$ cat config.mk
export PLATFORM = sky130hd
export DESIGN_NAME = lsu_access_ctrl
export DESIGN_NICKNAME = d
export VERILOG_FILES = /design/src/rtl/lsu_pkg.sv /design/src/rtl/lsu_align.sv /design/src/rtl/lsu_access_ctrl.sv
export SDC_FILE = /design/constraint.sdc
export NUM_CORES = 1
export LEC_CHECK = 0
export CAP_MARGIN = 10
export CORE_MARGIN = 3
export CORE_UTILIZATION = 50
export DETAILED_ROUTE_END_ITERATION = 8
export PLACE_DENSITY = 0.77
export SLEW_MARGIN = 20
export SYNTH_ARGS = -nofsm -noshare
export SYNTH_HDL_FRONTEND = slang
export SYNTH_SLANG_ARGS = --single-unit
$ cat constraint.sdc
create_clock -name clk -period 13.4 [get_ports clk]
set_clock_uncertainty 0.2 [all_clocks]
set_input_delay 3.35 -clock clk [delete_from_list [all_inputs] [get_ports clk]]
set_output_delay 3.35 -clock clk [all_outputs]
set_load 0.01 [all_outputs]
$ cat src/rtl/lsu_pkg.sv
// lsu_pkg: shared definitions for the load/store access controller.
//   - Funct3 encodings for the supported loads and stores
//   - lsu_state_t: controller sequencing states
//   - size_of():  access size in bytes for a Funct3 code
//   - f3_legal(): whether a Funct3 code is legal for a load or for a store
package lsu_pkg;

  localparam logic [2:0] F3_B  = 3'b000;
  localparam logic [2:0] F3_H  = 3'b001;
  localparam logic [2:0] F3_W  = 3'b010;
  localparam logic [2:0] F3_BU = 3'b100;
  localparam logic [2:0] F3_HU = 3'b101;

  typedef enum logic [2:0] {
    IDLE   = 3'd0,
    ISSUE0 = 3'd1,
    ISSUE1 = 3'd2,
    WAIT   = 3'd3,
    RESP   = 3'd4
  } lsu_state_t;

  // Access size in bytes; illegal codes never reach the datapath,
  // so their size is irrelevant and reported as a full word.
  function automatic logic [2:0] size_of(input logic [2:0] funct3);
    logic [2:0] sz;
    case (funct3)
      F3_B, F3_BU: sz = 3'd1;
      F3_H, F3_HU: sz = 3'd2;
      default:     sz = 3'd4;
    endcase
    return sz;
  endfunction

  // Stores only exist in signed flavours; loads also have BU/HU.
  function automatic logic f3_legal(input logic we, input logic [2:0] funct3);
    logic ok;
    case (funct3)
      F3_B, F3_H, F3_W: ok = 1'b1;
      F3_BU, F3_HU:     ok = ~we;
      default:          ok = 1'b0;
    endcase
    return ok;
  endfunction

endpackage

$ cat src/rtl/lsu_align.sv
// lsu_align: combinational lane steering for the access controller.
//   funct3_i  access type          off_i   byte offset within the word
//   wdata_i   right-aligned store data
//   lo_i/hi_i first / second read word (hi_i is zero for non-split loads)
//   be8_o     byte enables over two consecutive words
//   wd64_o    lane-positioned store data over two consecutive words
//   rdata_o   extracted and extended load data
module lsu_align
  import lsu_pkg::*;
(
  input  logic [2:0]  funct3_i,
  input  logic [1:0]  off_i,
  input  logic [31:0] wdata_i,
  input  logic [31:0] lo_i,
  input  logic [31:0] hi_i,
  output logic [7:0]  be8_o,
  output logic [63:0] wd64_o,
  output logic [31:0] rdata_o
);

  logic [7:0]  mask_s;
  logic [63:0] word64_s;

  // Byte-enable / write-data positioning and load extraction/extension.
  always_comb begin
    mask_s = 8'h00;
    case (size_of(funct3_i))
      3'd1:    mask_s = 8'h01;
      3'd2:    mask_s = 8'h03;
      default: mask_s = 8'h0F;
    endcase
    be8_o    = mask_s << off_i;
    wd64_o   = {32'h0000_0000, wdata_i} << {off_i, 3'b000};
    word64_s = {hi_i, lo_i} >> {off_i, 3'b000};
    case (funct3_i)
      F3_B:    rdata_o = {{24{word64_s[7]}}, word64_s[7:0]};
      F3_BU:   rdata_o = {24'h00_0000, word64_s[7:0]};
      F3_H:    rdata_o = {{16{word64_s[15]}}, word64_s[15:0]};
      F3_HU:   rdata_o = {16'h0000, word64_s[15:0]};
      default: rdata_o = word64_s[31:0];
    endcase
  end

endmodule

$ cat src/rtl/lsu_access_ctrl.sv
// lsu_access_ctrl: load/store initiator between execute stage and a
// word-organised data memory. Splits word-crossing accesses in two.
//   clk/reset              clock, synchronous active-high reset
//   req_valid/req_ready    request handshake (ready only when idle)
//   req_we/addr/funct3/wdata  request fields
//   rsp_valid/rdata/err    one-cycle completion pulse and its data
//   mem_addr/wr/wdata      word address, byte enables, lane data
//   mem_rdata              word read at the previous cycle's mem_addr
module lsu_access_ctrl
  import lsu_pkg::*;
#(
  parameter int DM_ADDRESS = 9,
  parameter int DATA_W     = 32
) (
  input  logic                  clk,
  input  logic                  reset,
  input  logic                  req_valid,
  output logic                  req_ready,
  input  logic                  req_we,
  input  logic [DM_ADDRESS-1:0] req_addr,
  input  logic [2:0]            req_funct3,
  input  logic [DATA_W-1:0]     req_wdata,
  output logic                  rsp_valid,
  output logic [DATA_W-1:0]     rsp_rdata,
  output logic                  rsp_err,
  output logic [DM_ADDRESS-1:0] mem_addr,
  output logic [3:0]            mem_wr,
  output logic [DATA_W-1:0]     mem_wdata,
  input  logic [DATA_W-1:0]     mem_rdata
);

  lsu_state_t              state_q, state_d;
  logic                    we_q, we_d;
  logic [DM_ADDRESS-1:0]   addr_q, addr_d;
  logic [2:0]              f3_q, f3_d;
  logic [DATA_W-1:0]       wdata_q, wdata_d, lo_q, lo_d;
  logic                    req_ready_q, req_ready_d, rsp_valid_q, rsp_valid_d;
  logic                    rsp_err_q, rsp_err_d;
  logic [DATA_W-1:0]       rsp_rdata_q, rsp_rdata_d, mem_wdata_q, mem_wdata_d;
  logic [DM_ADDRESS-1:0]   mem_addr_q, mem_addr_d;
  logic [3:0]              mem_wr_q, mem_wr_d;

  logic                    cur_we_s, split_s, accept_s;
  logic [DM_ADDRESS-1:0]   cur_addr_s, w0_s, w1_s;
  logic [2:0]              cur_f3_s;
  logic [DATA_W-1:0]       cur_wdata_s, lo_s, hi_s, rdata_s;
  logic [7:0]              be8_s;
  logic [63:0]             wd64_s;

  assign req_ready = req_ready_q;
  assign rsp_valid = rsp_valid_q;
  assign rsp_rdata = rsp_rdata_q;
  assign rsp_err   = rsp_err_q;
  assign mem_addr  = mem_addr_q;
  assign mem_wr    = mem_wr_q;
  assign mem_wdata = mem_wdata_q;

  // Outputs are registered, so the first issue cycle must be computed
  // from the live request while idle, and from latched fields afterwards.
  always_comb begin
    if (state_q == IDLE) begin
      cur_we_s    = req_we;
      cur_addr_s  = req_addr;
      cur_f3_s    = req_funct3;
      cur_wdata_s = req_wdata;
    end else begin
      cur_we_s    = we_q;
      cur_addr_s  = addr_q;
      cur_f3_s    = f3_q;
      cur_wdata_s = wdata_q;
    end
    accept_s = (state_q == IDLE) && req_valid;
    split_s  = ({2'b00, cur_addr_s[1:0]} + {1'b0, size_of(cur_f3_s)}) > 4'd4;
    w0_s     = {cur_addr_s[DM_ADDRESS-1:2], 2'b00};
    w1_s     = w0_s + DM_ADDRESS'(3'd4);
  end

  // Read-word selection: in WAIT after a split, mem_rdata is the upper word.
  always_comb begin
    if ((state_q == WAIT) && split_s) begin
      lo_s = lo_q;
      hi_s = mem_rdata;
    end else begin
      lo_s = mem_rdata;
      hi_s = {DATA_W{1'b0}};
    end
  end

  lsu_align u_align (
    .funct3_i (cur_f3_s),
    .off_i    (cur_addr_s[1:0]),
    .wdata_i  (cur_wdata_s),
    .lo_i     (lo_s),
    .hi_i     (hi_s),
    .be8_o    (be8_s),
    .wd64_o   (wd64_s),
    .rdata_o  (rdata_s)
  );

  // Sequencing and next values of every registered output.
  always_comb begin
    state_d     = state_q;
    we_d        = we_q;
    addr_d      = addr_q;
    f3_d        = f3_q;
    wdata_d     = wdata_q;
    lo_d        = lo_q;
    mem_addr_d  = mem_addr_q;
    mem_wr_d    = 4'b0000;
    mem_wdata_d = {DATA_W{1'b0}};
    rsp_valid_d = 1'b0;
    rsp_rdata_d = rsp_rdata_q;
    rsp_err_d   = rsp_err_q;
    case (state_q)
      IDLE: begin
        if (accept_s) begin
          we_d    = req_we;
          addr_d  = req_addr;
          f3_d    = req_funct3;
          wdata_d = req_wdata;
          if (!f3_legal(req_we, req_funct3)) begin
            state_d     = RESP;
            rsp_valid_d = 1'b1;
            rsp_err_d   = 1'b1;
            rsp_rdata_d = {DATA_W{1'b0}};
          end else begin
            state_d    = ISSUE0;
            mem_addr_d = w0_s;
            if (req_we) begin
              mem_wr_d    = be8_s[3:0];
              mem_wdata_d = wd64_s[31:0];
            end else begin
              mem_wr_d = 4'b0000;
            end
          end
        end else begin
          state_d = IDLE;
        end
      end
      ISSUE0: begin
        if (split_s) begin
          state_d    = ISSUE1;
          mem_addr_d = w1_s;
          if (we_q) begin
            mem_wr_d    = be8_s[7:4];
            mem_wdata_d = wd64_s[63:32];
          end else begin
            mem_wr_d = 4'b0000;
          end
        end else if (we_q) begin
          state_d     = RESP;
          rsp_valid_d = 1'b1;
          rsp_err_d   = 1'b0;
          rsp_rdata_d = {DATA_W{1'b0}};
        end else begin
          state_d = WAIT;
        end
      end
      ISSUE1: begin
        if (we_q) begin
          state_d     = RESP;
          rsp_valid_d = 1'b1;
          rsp_err_d   = 1'b0;
          rsp_rdata_d = {DATA_W{1'b0}};
        end else begin
          state_d = WAIT;
          lo_d    = mem_rdata;
        end
      end
      WAIT: begin
        state_d     = RESP;
        rsp_valid_d = 1'b1;
        rsp_err_d   = 1'b0;
        rsp_rdata_d = rdata_s;
      end
      RESP: begin
        state_d = IDLE;
      end
      default: begin
        state_d = IDLE;
      end
    endcase
    req_ready_d = (state_d == IDLE);
  end

  // State and output registers with synchronous reset.
  always_ff @(posedge clk) begin
    if (reset) begin
      state_q     <= IDLE;
      we_q        <= 1'b0;
      addr_q      <= {DM_ADDRESS{1'b0}};
      f3_q        <= 3'b000;
      wdata_q     <= {DATA_W{1'b0}};
      lo_q        <= {DATA_W{1'b0}};
      req_ready_q <= 1'b1;
      rsp_valid_q <= 1'b0;
      rsp_rdata_q <= {DATA_W{1'b0}};
      rsp_err_q   <= 1'b0;
      mem_addr_q  <= {DM_ADDRESS{1'b0}};
      mem_wr_q    <= 4'b0000;
      mem_wdata_q <= {DATA_W{1'b0}};
    end else begin
      state_q     <= state_d;
      we_q        <= we_d;
      addr_q      <= addr_d;
      f3_q        <= f3_d;
      wdata_q     <= wdata_d;
      lo_q        <= lo_d;
      req_ready_q <= req_ready_d;
      rsp_valid_q <= rsp_valid_d;
      rsp_rdata_q <= rsp_rdata_d;
      rsp_err_q   <= rsp_err_d;
      mem_addr_q  <= mem_addr_d;
      mem_wr_q    <= mem_wr_d;
      mem_wdata_q <= mem_wdata_d;
    end
  end

endmodule

==> results.json <==
{
  "status": "finished, final reports clean",
  "post_drt_wl_per_cell_um": 19.2,
  "grt_util_all_layers_pct": 29.7,
  "setup-violations-final": 0,
  "share_seq_of_total_power_pct": 27.5,
  "grt_antenna_before_repair": 1,
  "detailedRoute.firstIterationViolations": 1320,
  "crit_path_start": "req_addr[0]",
  "r2r-start": "state_q[0]",
  "fin_setup_tns_ns": 0,
  "gp_congestion": 0.941,
  "h-tree-depth": 4,
  "fmax_mhz": 121,
  "synthToLayoutAreaGrowth_pct": 25.2,
  "min_path_cells": 2,
  "vdd.ir_drop.worst_uv": 203,
  "layout-drive-gt1-share_pct": 6.19,
  "postLayoutCellArea_um2": 10600,
  "io_pins": 160,
  "post_drt_via_cell_ratio": 6.10,
  "hold_buffers": 0,
  "synthMostInstantiatedCell": "sky130_fd_sc_hd__nand2_1",
  "route.detailed.drc": 0,
  "static-leakage-power_nw": 4.00,
  "critical_path_class": "primary input to register",
  "ys_seq_area_share_pct": 37.1,
  "ant_nets": 0,
  "syn-mean-instance-area_um2": 7.65,
  "row_count": 46,
  "slew-limit-headroom_pct": 23.9,
  "synth_ff_type": "sky130_fd_sc_hd__dfxtp_1",
  "clk_latency_worst_skew_pair_ns": 0.43,
  "hold_end": "f3_q[2]",
  "setup.worst_path.end_class": "register",
  "synth.ff_latch_count": 157,
  "fin_crit_ns": 8.27,
  "cts_sinks": 157,
  "postCtsSetupRepairBufs": 0,
  "power_mw": 2.20,
  "worst_slew_pin_slew_ns": 1.14,
  "final-max-slew-violation-count": 0,
  "initial_utilization_pct": 52.1,
  "reg2reg_depth": 12,
  "r2r_end": "rsp_rdata[22]",
  "max-clock-path-buffers": 2,
  "die_h_um": 136,
  "clk_pin_slew_ns": 0.06,
  "total_switching_power_mw": 1.00,
  "critPathRequiredTime_ns": 13.52,
  "vias_in_the_first_global_route": 7967,
  "timing.max_cap.violations": 0,
  "setup.reg_to_reg.worst_slack_ns": 7.43,
  "syn_inst": 1106,
  "worst_hold_path_type": "register to register",
  "hold_violations": 0,
  "drt_pre_antenna_iters": 8,
  "io_buffer_count": 157,
  "nNetsFinal": 1284,
  "cts_root_buf": "sky130_fd_sc_hd__clkbuf_16",
  "ys_async_sr_fraction_pct": 0,
  "number_of_buffers_added_by_the_clock_tree_synthesis_step": 17,
  "swShare_pct": 45.5,
  "grt_start_max_net_pins": 76,
  "mappedNetlistArea_um2": 8460,
  "critPathLaunchType": "primary input",
  "place.detailed.hpwl_um": 18200,
  "critical_path.max_fanout": 49,
  "yosys_warnings": 0,
  "post_synth_main_area_contributors": "sky130_fd_sc_hd__dfxtp_1 (37%), sky130_fd_sc_hd__nand2_1 (13%), sky130_fd_sc_hd__a21oi_1 (8.0%), sky130_fd_sc_hd__mux2i_1 (7.3%), sky130_fd_sc_hd__nor2_1 (3.2%)",
  "pd_cells_nw_per_um2": 207,
  "post-synth-top-area-cell": "sky130_fd_sc_hd__dfxtp_1",
  "yosysUniqueCellTypes": 67,
  "drt_wl_total_um": 27400,
  "timing.final.crit_share_pct": 61.7,
  "die-width_um": 136,
  "post_cts_resized": 0,
  "hold_ws_ns": 0.256,
  "cellInternalPower_mw": 1.20,
  "rsz0062_at_grt": "false",
  "fp.coreArea_um2": 16200,
  "cts_tree": "built",
  "placedInstanceArea_um2": 10000,
  "timing.hold.worst.start": "f3_q[2]",
  "global_route_wire_length_before_repair_um": 43500,
  "synth-edff-count": 0,
  "grt_remaining_overflow": 0,
  "cp.arrival_ns": 8.39,
  "antenna_cells": 0,
  "power.combinational.fraction_pct": 50.5,
  "ys_top_cells_by_count": "sky130_fd_sc_hd__nand2_1 (300), sky130_fd_sc_hd__dfxtp_1 (157), sky130_fd_sc_hd__a21oi_1 (136), sky130_fd_sc_hd__nor2_1 (72), sky130_fd_sc_hd__mux2i_1 (62)",
  "die_area_um2": 18500,
  "finalCoreUtilization_pct": 65.2,
  "routed_vias": 8707,
  "share_of_the_synthesized_area_in_the_top_cell_type_pct": 37.1,
  "power_frac_clock_pct": 22.1
}
[state kept, by name, indices dropped and copies added, names as in the netlist, 3 cells and up]
signal	cells
addr_q	9
f3_q	3
lo_q	32
mem_addr	7
mem_wdata	32
mem_wr	4
rsp_rdata	32
state_q	3
wdata_q	32
[layer usage]
| layer | part of all wire (%) | up-vias | global-route usage [%] |
|---|---|---|---|
| met5 | 0.047 | - | 0 |
| met3 | 10 | 35 | 8.07 |
| met2 | 44 | 484 | 43.8 |
| met4 | 1.6 | 2 | 7.78 |
| li1 | - | 4102 | - |
| met1 | 45 | 4084 | 42.7 |
[logic make-up (layout without fill, tap and decap cells)]
kind of cell    after synthesis  after routing  share of synthesized area [%]
mux                          80             80                           9.73
fa+ha+maj                     5              5                          0.828
xor+xnor                      4              4                          0.414
simple gates                458            458                           22.8
compound gates              298            298                           23.7
other cells                   1              2                         0.0443
flops                       157            157                           37.1
buf+inv                     103            208                           5.25
[layout make-up]
class                           count  area [µm²]
Inverter                            7        26.3
Tap cell                          216         270
Multi-Input combinational cell    847        4910
Timing Repair Buffer              169        1660
Sequential cell                   157        3140
Clock buffer                       19         443
Fill cell                        1376        5640
Clock inverter                     13         143
[cell usage in the layout (no fill, tap or decap), types with 8 or more instances in the layout]
master and instances:
sky130_fd_sc_hd__nand2_1 300, sky130_fd_sc_hd__dfxtp_1 157, sky130_fd_sc_hd__clkdlybuf4s50_1 156, sky130_fd_sc_hd__a21oi_1 136, sky130_fd_sc_hd__nor2_1 72, sky130_fd_sc_hd__mux2i_1 61, sky130_fd_sc_hd__nand3_1 41, sky130_fd_sc_hd__a31oi_1 21
sky130_fd_sc_hd__a32o_1 21, sky130_fd_sc_hd__a22oi_1 18, sky130_fd_sc_hd__clkbuf_16 17, sky130_fd_sc_hd__o21ai_0 14, sky130_fd_sc_hd__buf_4 13, sky130_fd_sc_hd__mux2_2 11, sky130_fd_sc_hd__o22ai_1 10, sky130_fd_sc_hd__a211oi_1 10
sky130_fd_sc_hd__o221ai_1 9, sky130_fd_sc_hd__a211o_1 8, sky130_fd_sc_hd__a311oi_1 8, sky130_fd_sc_hd__a221oi_1 8, sky130_fd_sc_hd__nor2b_1 8, sky130_fd_sc_hd__o22a_1 8
[critical path, stage by stage]
cell	delay (ns)
sky130_fd_sc_hd__clkdlybuf4s50_1	0.46
sky130_fd_sc_hd__buf_4	0.31
sky130_fd_sc_hd__mux2_2	0.90
sky130_fd_sc_hd__ha_1	0.37
sky130_fd_sc_hd__fa_1	0.47
sky130_fd_sc_hd__o21ai_0	0.42
sky130_fd_sc_hd__nor4_4	0.10
sky130_fd_sc_hd__nor2_4	0.88
sky130_fd_sc_hd__a21oi_1	0.08
sky130_fd_sc_hd__o32ai_1	0.47
sky130_fd_sc_hd__o211ai_4	0.26
sky130_fd_sc_hd__a32o_2	0.31
[through the flow]
step                      std cells  setup WS, ns
final                          1428          5.13
after CTS                      1428          5.19
after global routing           1428          4.82
after global placement         1396          4.84
after detailed placement       1396          4.75
after floorplan                1107          6.12
[worst max path at each step]
stage                                to  slack (ns)  cells past startpoint
after floorplan           rsp_rdata[21]        6.12                     15
after global placement    rsp_rdata[21]        4.84                     12
after detailed placement  rsp_rdata[22]        4.75                     12
after CTS                 rsp_rdata[22]        5.19                     12
after global routing      rsp_rdata[18]        4.82                     12
final                     rsp_rdata[22]        5.13                     12
[power groups by stage]
stage          registers, mW  logic (mW)  clock network (mW)
2_1_floorplan          0.586       0.812                   0
3_3_place_gp           0.610        1.05                   0
3_5_place_dp           0.611        1.07                   0
4_1_cts                0.602        1.08               0.489
5_1_grt                0.612        1.22               0.504
6_report               0.604        1.11               0.485
Power figures use the tool's default switching activity.
